### src/rtl/ad5318_pkg.sv
// Shared types and constants for the AD5318 serial receiver.
package ad5318_pkg;

  localparam int FRAME_BITS = 16;

  typedef enum logic [1:0] {
    IDLE  = 2'd0,
    SHIFT = 2'd1,
    DONE  = 2'd2
  } state_t;

  typedef enum logic [1:0] {
    LDAC_CONT   = 2'b00,
    LDAC_PIN    = 2'b01,
    LDAC_SINGLE = 2'b10,
    LDAC_RSVD   = 2'b11
  } ldac_mode_t;

  // Control-word selector, word[14:13] when word[15] = 1.
  localparam logic [1:0] CTRL_GAINBUF = 2'b00;
  localparam logic [1:0] CTRL_LDAC    = 2'b01;
  localparam logic [1:0] CTRL_PD      = 2'b10;
  localparam logic [1:0] CTRL_RESET   = 2'b11;

endpackage

### src/rtl/ad5318_rx_if.sv
// Received-word stream: one word per transfer on tvalid & tready.
interface ad5318_rx_if;
  logic [15:0] m_tdata;
  logic [2:0]  m_tuser;
  logic        m_tvalid;
  logic        m_tready;

  modport master (output m_tdata, m_tuser, m_tvalid, input m_tready);
  modport slave  (input m_tdata, m_tuser, m_tvalid, output m_tready);
endinterface

### src/rtl/ad5318_rx_sync.sv
// Multi-bit level synchronizer with single-cycle rise/fall pulses.
module ad5318_rx_sync #(
  parameter int               WIDTH   = 4,
  parameter int               STAGES  = 2,
  parameter logic [WIDTH-1:0] RST_VAL = '0
) (
  input  logic             clkin,
  input  logic             rstn,
  input  logic [WIDTH-1:0] i_d,
  output logic [WIDTH-1:0] o_q,
  output logic [WIDTH-1:0] o_rise,
  output logic [WIDTH-1:0] o_fall
);

  logic [WIDTH-1:0] r_stage [STAGES];
  logic [WIDTH-1:0] r_prev;

  // Flop chain plus one extra stage to compare against for edge detection.
  // NOTE: sequential state uses non-blocking assignments so every flop
  // samples the pre-edge value and the chain shifts by exactly one stage.
  always_ff @(posedge clkin or negedge rstn) begin
    if (!rstn) begin
      for (int i = 0; i < STAGES; i++) r_stage[i] <= RST_VAL;
      r_prev <= RST_VAL;
    end else begin
      r_stage[0] <= i_d;
      for (int i = 1; i < STAGES; i++) r_stage[i] <= r_stage[i-1];
      r_prev <= r_stage[STAGES-1];
    end
  end

  assign o_q    = r_stage[STAGES-1];
  assign o_rise = o_q & ~r_prev;
  assign o_fall = ~o_q & r_prev;

endmodule

### src/rtl/ad5318_rx.sv
// AD5318 serial-side receiver: frame assembly, register model, word stream.
module ad5318_rx
  import ad5318_pkg::*;
#(
  parameter int SYNC_STAGES = 2,
  parameter bit MSB_FIRST   = 1'b0
) (
  input  logic               clkin,
  input  logic               rstn,
  input  logic               SCLK,
  input  logic               DIN,
  input  logic               SYNC_b,
  input  logic               LDAC_b,
  ad5318_rx_if.master        m_axis,
  output logic [79:0]        dac_code,
  output logic [3:0]         gain_buf,
  output logic [7:0]         pd_mask,
  output logic [1:0]         ldac_mode,
  output logic               frame_err,
  output logic               overrun
);

  localparam logic [3:0] LAST_BIT = 4'(FRAME_BITS - 1);
  // Pin order {LDAC_b, SYNC_b, DIN, SCLK}; idle levels avoid false edges after reset.
  localparam logic [3:0] PIN_RST  = 4'b1101;

  logic [3:0] w_q, w_rise, w_fall;
  logic       w_sclk_fall, w_din, w_sync_fall, w_sync_rise, w_ldac_low;
  logic       w_unused_edges;

  ad5318_rx_sync #(.WIDTH(4), .STAGES(SYNC_STAGES), .RST_VAL(PIN_RST)) u_sync (
    .clkin  (clkin),
    .rstn   (rstn),
    .i_d    ({LDAC_b, SYNC_b, DIN, SCLK}),
    .o_q    (w_q),
    .o_rise (w_rise),
    .o_fall (w_fall)
  );

  assign w_sclk_fall    = w_fall[0];
  assign w_din          = w_q[1];
  assign w_sync_fall    = w_fall[2];
  assign w_sync_rise    = w_rise[2];
  assign w_ldac_low     = ~w_q[3];
  assign w_unused_edges = ^{w_q[0], w_q[2], w_rise[0], w_rise[1], w_rise[3], w_fall[1], w_fall[3]};

  state_t                  r_state, w_next;
  logic [3:0]              r_cnt;
  logic [FRAME_BITS-1:0]   r_shift;
  logic                    r_commit, r_done_err, r_frame_err;
  logic                    w_shift, w_last, w_ferr, w_clr;

  // Frame FSM state register.
  always_ff @(posedge clkin or negedge rstn) begin
    if (!rstn) r_state <= IDLE;
    else       r_state <= w_next;
  end

  // Next state and datapath strobes; an SCLK fall is handled before a SYNC_b rise.
  // NOTE: every combinational output gets a default first, so no path leaves
  // a signal unassigned and no latch is inferred.
  always_comb begin
    w_next  = r_state;
    w_shift = 1'b0;
    w_last  = 1'b0;
    w_ferr  = 1'b0;
    w_clr   = 1'b0;
    unique case (r_state)
      IDLE: begin
        if (w_sync_fall) begin
          w_next = SHIFT;
          w_clr  = 1'b1;
        end
      end
      SHIFT: begin
        if (w_sclk_fall) begin
          w_shift = 1'b1;
          if (r_cnt == LAST_BIT) begin
            w_last = 1'b1;
            w_next = DONE;
          end
        end
        if (w_sync_rise) begin
          w_ferr = ~w_last;
          w_next = IDLE;
        end
      end
      DONE: begin
        if (w_sclk_fall && !r_done_err) w_ferr = 1'b1;
        if (w_sync_rise) w_next = IDLE;
      end
      default: w_next = IDLE;
    endcase
  end

  // Bit counter, shift register, commit strobe and frame-error pulse.
  always_ff @(posedge clkin or negedge rstn) begin
    if (!rstn) begin
      r_cnt       <= '0;
      r_shift     <= '0;
      r_commit    <= 1'b0;
      r_done_err  <= 1'b0;
      r_frame_err <= 1'b0;
    end else begin
      if (w_clr)        r_cnt <= '0;
      else if (w_shift) r_cnt <= r_cnt + 4'd1;
      if (w_shift) begin
        if (MSB_FIRST) r_shift <= {r_shift[FRAME_BITS-2:0], w_din};
        else           r_shift <= {w_din, r_shift[FRAME_BITS-1:1]};
      end
      if (w_clr)                             r_done_err <= 1'b0;
      else if (r_state == DONE && w_ferr)    r_done_err <= 1'b1;
      r_commit    <= w_last;
      r_frame_err <= w_ferr;
    end
  end

  // Register model.
  logic [FRAME_BITS-1:0] w_word;
  logic                  w_data_wr, w_ctrl_wr, w_dac_upd;
  logic [9:0]            r_inreg [8];
  logic [9:0]            r_dac   [8];
  logic [3:0]            r_gain;
  logic [7:0]            r_pd;
  ldac_mode_t            r_mode;
  logic                  r_single;

  assign w_word    = r_shift;
  assign w_data_wr = r_commit & ~w_word[15];
  assign w_ctrl_wr = r_commit &  w_word[15];
  assign w_dac_upd = (r_mode == LDAC_CONT)
                   | (((r_mode == LDAC_PIN) || (r_mode == LDAC_RSVD)) & w_ldac_low)
                   | r_single;

  // Input/DAC registers and control state; commit writes override a same-cycle DAC update.
  // NOTE: the register arrays are reset because their cleared state is
  // architecturally visible on dac_code, not just a convenience.
  always_ff @(posedge clkin or negedge rstn) begin
    if (!rstn) begin
      r_inreg  <= '{default: '0};
      r_dac    <= '{default: '0};
      r_gain   <= '0;
      r_pd     <= '0;
      r_mode   <= LDAC_PIN;
      r_single <= 1'b0;
    end else begin
      r_single <= 1'b0;
      if (w_dac_upd) begin
        r_dac <= r_inreg;
        if (r_single) r_mode <= LDAC_PIN;
      end
      if (w_data_wr) begin
        r_inreg[w_word[14:12]] <= w_word[11:2];
        if (r_mode == LDAC_SINGLE) r_single <= 1'b1;
      end
      if (w_ctrl_wr) begin
        unique case (w_word[14:13])
          CTRL_GAINBUF: r_gain <= w_word[3:0];
          CTRL_LDAC:    r_mode <= ldac_mode_t'(w_word[1:0]);
          CTRL_PD:      r_pd   <= w_word[7:0];
          CTRL_RESET: begin
            r_inreg  <= '{default: '0};
            r_dac    <= '{default: '0};
            r_gain   <= '0;
            r_pd     <= '0;
            r_mode   <= LDAC_PIN;
            r_single <= 1'b0;
          end
        endcase
      end
    end
  end

  // One-entry holding register for the word stream.
  logic [15:0] r_tdata;
  logic [2:0]  r_tuser;
  logic        r_tvalid, r_overrun;

  // Load on commit unless full and stalled; then drop the word and flag overrun.
  always_ff @(posedge clkin or negedge rstn) begin
    if (!rstn) begin
      r_tdata   <= '0;
      r_tuser   <= '0;
      r_tvalid  <= 1'b0;
      r_overrun <= 1'b0;
    end else begin
      r_overrun <= 1'b0;
      if (r_commit) begin
        if (!r_tvalid || m_axis.m_tready) begin
          r_tdata  <= w_word;
          r_tuser  <= w_word[15] ? 3'd0 : w_word[14:12];
          r_tvalid <= 1'b1;
        end else begin
          r_overrun <= 1'b1;
        end
      end else if (r_tvalid && m_axis.m_tready) begin
        r_tvalid <= 1'b0;
      end
    end
  end

  assign m_axis.m_tdata  = r_tdata;
  assign m_axis.m_tuser  = r_tuser;
  assign m_axis.m_tvalid = r_tvalid;

  for (genvar g = 0; g < 8; g++) begin : g_dac
    assign dac_code[10*g +: 10] = r_dac[g];
  end

  assign gain_buf  = r_gain;
  assign pd_mask   = r_pd;
  assign ldac_mode = r_mode;
  assign frame_err = r_frame_err;
  assign overrun   = r_overrun;

endmodule

### src/flat_wrapper.sv
// flat-port wrapper written by rule: the top's interface ports become plain ports
module ad5318_rx_flat import ad5318_pkg::*;
#(
  parameter int SYNC_STAGES = 2,
  parameter bit MSB_FIRST   = 1'b0
)
  (clkin, rstn, SCLK, DIN, SYNC_b, LDAC_b, dac_code, gain_buf, pd_mask, ldac_mode, frame_err, overrun, m_axis_m_tdata, m_axis_m_tuser, m_axis_m_tvalid, m_axis_m_tready);
  ad5318_rx_if m_axis_i ();
  input  logic clkin;
  input  logic rstn;
  input  logic SCLK;
  input  logic DIN;
  input  logic SYNC_b;
  input  logic LDAC_b;
  output logic [79:0] dac_code;
  output logic [3:0] gain_buf;
  output logic [7:0] pd_mask;
  output logic [1:0] ldac_mode;
  output logic frame_err;
  output logic overrun;
  output wire logic [$bits(m_axis_i.m_tdata)-1:0] m_axis_m_tdata;
  output wire logic [$bits(m_axis_i.m_tuser)-1:0] m_axis_m_tuser;
  output wire logic [$bits(m_axis_i.m_tvalid)-1:0] m_axis_m_tvalid;
  input wire logic [$bits(m_axis_i.m_tready)-1:0] m_axis_m_tready;
  assign m_axis_m_tdata = m_axis_i.m_tdata;
  assign m_axis_m_tuser = m_axis_i.m_tuser;
  assign m_axis_m_tvalid = m_axis_i.m_tvalid;
  assign m_axis_i.m_tready = m_axis_m_tready;
  ad5318_rx #(.SYNC_STAGES(SYNC_STAGES), .MSB_FIRST(MSB_FIRST)) u_core (.clkin(clkin), .rstn(rstn), .SCLK(SCLK), .DIN(DIN), .SYNC_b(SYNC_b), .LDAC_b(LDAC_b), .m_axis(m_axis_i), .dac_code(dac_code), .gain_buf(gain_buf), .pd_mask(pd_mask), .ldac_mode(ldac_mode), .frame_err(frame_err), .overrun(overrun));
endmodule
### config.mk
export PLATFORM = sky130hd
export DESIGN_NAME = ad5318_rx_flat
export DESIGN_NICKNAME = d
export VERILOG_FILES = /design/src/rtl/ad5318_pkg.sv /design/src/rtl/ad5318_rx_if.sv /design/src/rtl/ad5318_rx_sync.sv /design/src/rtl/ad5318_rx.sv /design/src/flat_wrapper.sv
export SDC_FILE = /design/constraint.sdc
export NUM_CORES = 1
export LEC_CHECK = 0
export ABC_AREA = 1
export CELL_PAD_IN_SITES_DETAIL_PLACEMENT = 2
export CELL_PAD_IN_SITES_GLOBAL_PLACEMENT = 2
export CORE_MARGIN = 5
export CORE_UTILIZATION = 38
export DETAILED_ROUTE_END_ITERATION = 16
export MAX_ROUTING_LAYER = met4
export PLACE_DENSITY = 0.89
export SLEW_MARGIN = 20
export SYNTH_ARGS = -nofsm -noshare
export SYNTH_HDL_FRONTEND = slang
export SYNTH_HIERARCHICAL = 1
export SYNTH_SLANG_ARGS = --single-unit
export TNS_END_PERCENT = 50
### constraint.sdc
create_clock -name clkin -period 2.98 [get_ports clkin]
set_clock_uncertainty 0.15 [all_clocks]
set_input_delay 0.596 -clock clkin [delete_from_list [all_inputs] [get_ports clkin]]
set_output_delay 0.596 -clock clkin [all_outputs]
set_load 0.005 [all_outputs]
==> flow_metrics.py <==
metrics = {
    "worst_setup_path": {
        "setup.worst_path.end_class": "output pin",
        "cp_max_fo": 5,
        "r2r-start": "u_core/r_shift[13]",
        "critPathSlowestCell": "dfstp_2",
        "critical_path_buf_inv_count": 1,
        "criticalPathCategory": "reg2out",
        "crit_path_start_kind": "register",
        "crit_family": "flip-flops",
        "required_ns": 2.23,
        "cp_cell_sequence": "clkdlybuf4s50_1",
        "worstPathArrival_ns": 1.61,
        "crit_path_max_incr_delay_ns": 0.57,
        "startpoint": "u_core/ldac_mode[0]",
    },
    "layout": {
        "area_delta_synth_final_pct": 26.2,
        "nets": 1024,
        "filler_cell_count": 2427,
        "seqCellArea_mm2": 0.00579,
        "multiInputGateArea_mm2": 0.00272,
        "fin_area_mm2": 0.0115,
        "drive_gt1_frac": 0.121,
        "antenna_cells": 0,
    },
    "die": {
        "die_w_um": 165,
        "rows": 56,
        "die_h_um": 165,
        "coreArea_mm2": 0.0235,
        "initial_core_util": 0.388,
        "io_pins": 123,
        "die_area_mm2": 0.0272,
    },
    "cts": {
        "ctsHoldBuffers": 1,
        "clk_pin_slew_ns": 0.06,
        "cts_buffer_depth": 3,
        "clk_latency_ns": 0.52,
        "root_buffer": "clkbuf_16",
        "cts_tree": "yes",
        "cts_buffers": 26,
        "htreeDepth": 1,
        "cts_resized": 0,
        "cts_setup_buffers": 0,
        "cts_sinks": 231,
    },
    "power": {
        "comb_power_share": 0.065,
        "p_seq_frac": 0.483,
        "power.switching_mw": 1.77,
        "leakage_nw": 5.41,
        "finalPower_mw": 6.96,
        "clock_power_share": 0.452,
        "power.internal_mw": 5.19,
        "pwr_density_cell_mw_per_mm2": 604,
        "peakVddDrop_v": 0.000295,
        "switching_share": 0.255,
    },
    "sta": {
        "period_needed_ns": 2.36,
        "worst_pin_slew_ns": 0.869,
        "slew_headroom": 0.420,
        "drv_slew": 0,
        "fmaxAchievable_mhz": 424,
        "finalHoldViolations": 0,
        "final.setup.tns_ns": 0,
        "min_period_over_period": 0.792,
        "grt_setup_unrepaired": "no",
        "setup_viol": 0,
    },
    "global_routing": {
        "grt.total_usage": 0.220,
        "grt_antenna_before_repair": 0,
        "grt_max_degree": 69,
        "grt-ovfl-total": 0,
        "grt_pass1_vias": 8116,
        "grt_pass1_wl_um": 45900,
    },
    "drt": {
        "drtAntennaViolNets": 0,
        "wl_um": 28700,
        "dr.first_iter.drc_count": 326,
        "routedWlPerCell_um": 21.3,
        "first_pass_iters": 4,
        "vias": 7000,
        "vias_per_cell": 5.19,
        "drc": 0,
    },
    "yosys": {
        "synth_nets": 913,
        "syn-cell-area_mm2": 0.00913,
        "postSynthCellCount": 898,
        "syn-mean-instance-area_um2": 10.2,
        "ys_warn_count": 6,
    },
    "worst_hold_path": {
        "hold_class": "reg2reg",
        "hold_start": "u_core/u_sync/r_stage[5]",
    },
    "flow_run": {
        "cap_violations": 0,
    },
    "status": {
        "outcome": "completed",
    },
    "place": {
        "place_area_mm2": 0.0107,
        "gp_congestion": 0.740,
        "portBuffers": 122,
        "dp_hpwl_um": 18800,
    },
}
power groups by stage:
stage	Clock [mW]	Sequential (mW)	Combinational (mW)
after global placement	0	3.40	0.403
after detailed placement	0	3.41	0.444
final	3.15	3.36	0.453
after CTS	3.23	3.36	0.462
after floorplan	0	3.35	0.239
after global routing	3.37	3.37	0.514
layout make-up:
class,count,share of cell area
well taps,319,0.0347
inverters,82,0.0269
clock inverters,7,0.00435
clock buffers,41,0.0693
repair buffers,142,0.125
multi-input cells,526,0.237
flip-flops and latches,231,0.503
state kept, by name, indices dropped and copies added (netlist names), 2 cells and up:
| signal | cells |
|---|---|
| u_core/dac_code | 80 |
| u_core/r_inreg | 80 |
| u_core/m_axis.m_tdata | 16 |
| u_core/r_shift | 16 |
| u_core/pd_mask | 8 |
| u_core/gain_buf | 4 |
| u_core/r_cnt | 4 |
| u_core/u_sync/o_q | 4 |
| u_core/u_sync/r_stage | 4 |
| u_core/m_axis.m_tuser | 3 |
| u_core/ldac_mode | 2 |
| u_core/r_state | 2 |
| u_core/u_sync/r_prev | 2 |
routing by layer:
metal	share of wire	global-route usage	vias to the layer above	wire length, um
li1	-	-	3189	-
met1	0.42	0.272	3622	12100
met2	0.52	0.386	142	14900
met3	0.035	0.0287	47	1000
met4	0.022	0.0522	0	639
met5	0	-	-	0
metrics by stage:
stage	hold slack [ns]	instances	setup slack, ns	utilization
finish	0.201	1348	0.620	0.489
CTS	0.205	1348	0.573	0.489
floorplan	0.150	898	1.36	-
detailed placement	0.193	1299	0.561	0.453
global route	0.206	1348	0.459	0.489
global placement	0.183	1299	0.722	0.453
final timing paths:
kind	slack, ns	endpoint	cells after the start
hold / removal	0.20	u_core/u_sync/o_q[1]	0
setup reg to reg	0.63	u_core/r_inreg[67]	7
min in group asynchronous	0.48	u_core/r_state[0]	2
hold reg to reg	0.20	u_core/u_sync/o_q[1]	0
setup / recovery	0.62	ldac_mode[0]	1
max in group asynchronous	1.44	u_core/dac_code[31]	3
worst reg2reg max path, cell delays in order (launching register included):
cell,delay (ns)
dfrtp_1,0.45
ha_1,0.33
inv_2,0.17
nor2_2,0.08
inv_4,0.46
buf_4,0.32
o21ai_0,0.12
a21oi_1,0.19
cells in the final DEF, fill, tap and decap left out, types with 3 or more instances in the layout:
cell type,instances
clkbuf_1,7
ha_1,8
a21oi_1,123
o21ai_1,12
clkbuf_16,27
buf_12,5
clkbuf_8,7
inv_1,78
mux2_2,8
nor2_1,93
nand3_1,11
buf_4,14
o21ai_0,158
inv_2,3
o22ai_1,5
o21ai_2,31
nand2_1,61
dfrtp_1,222
dfstp_2,9
clkdlybuf4s50_1,121
clkinv_2,3
(Power assumes the default switching activity.)
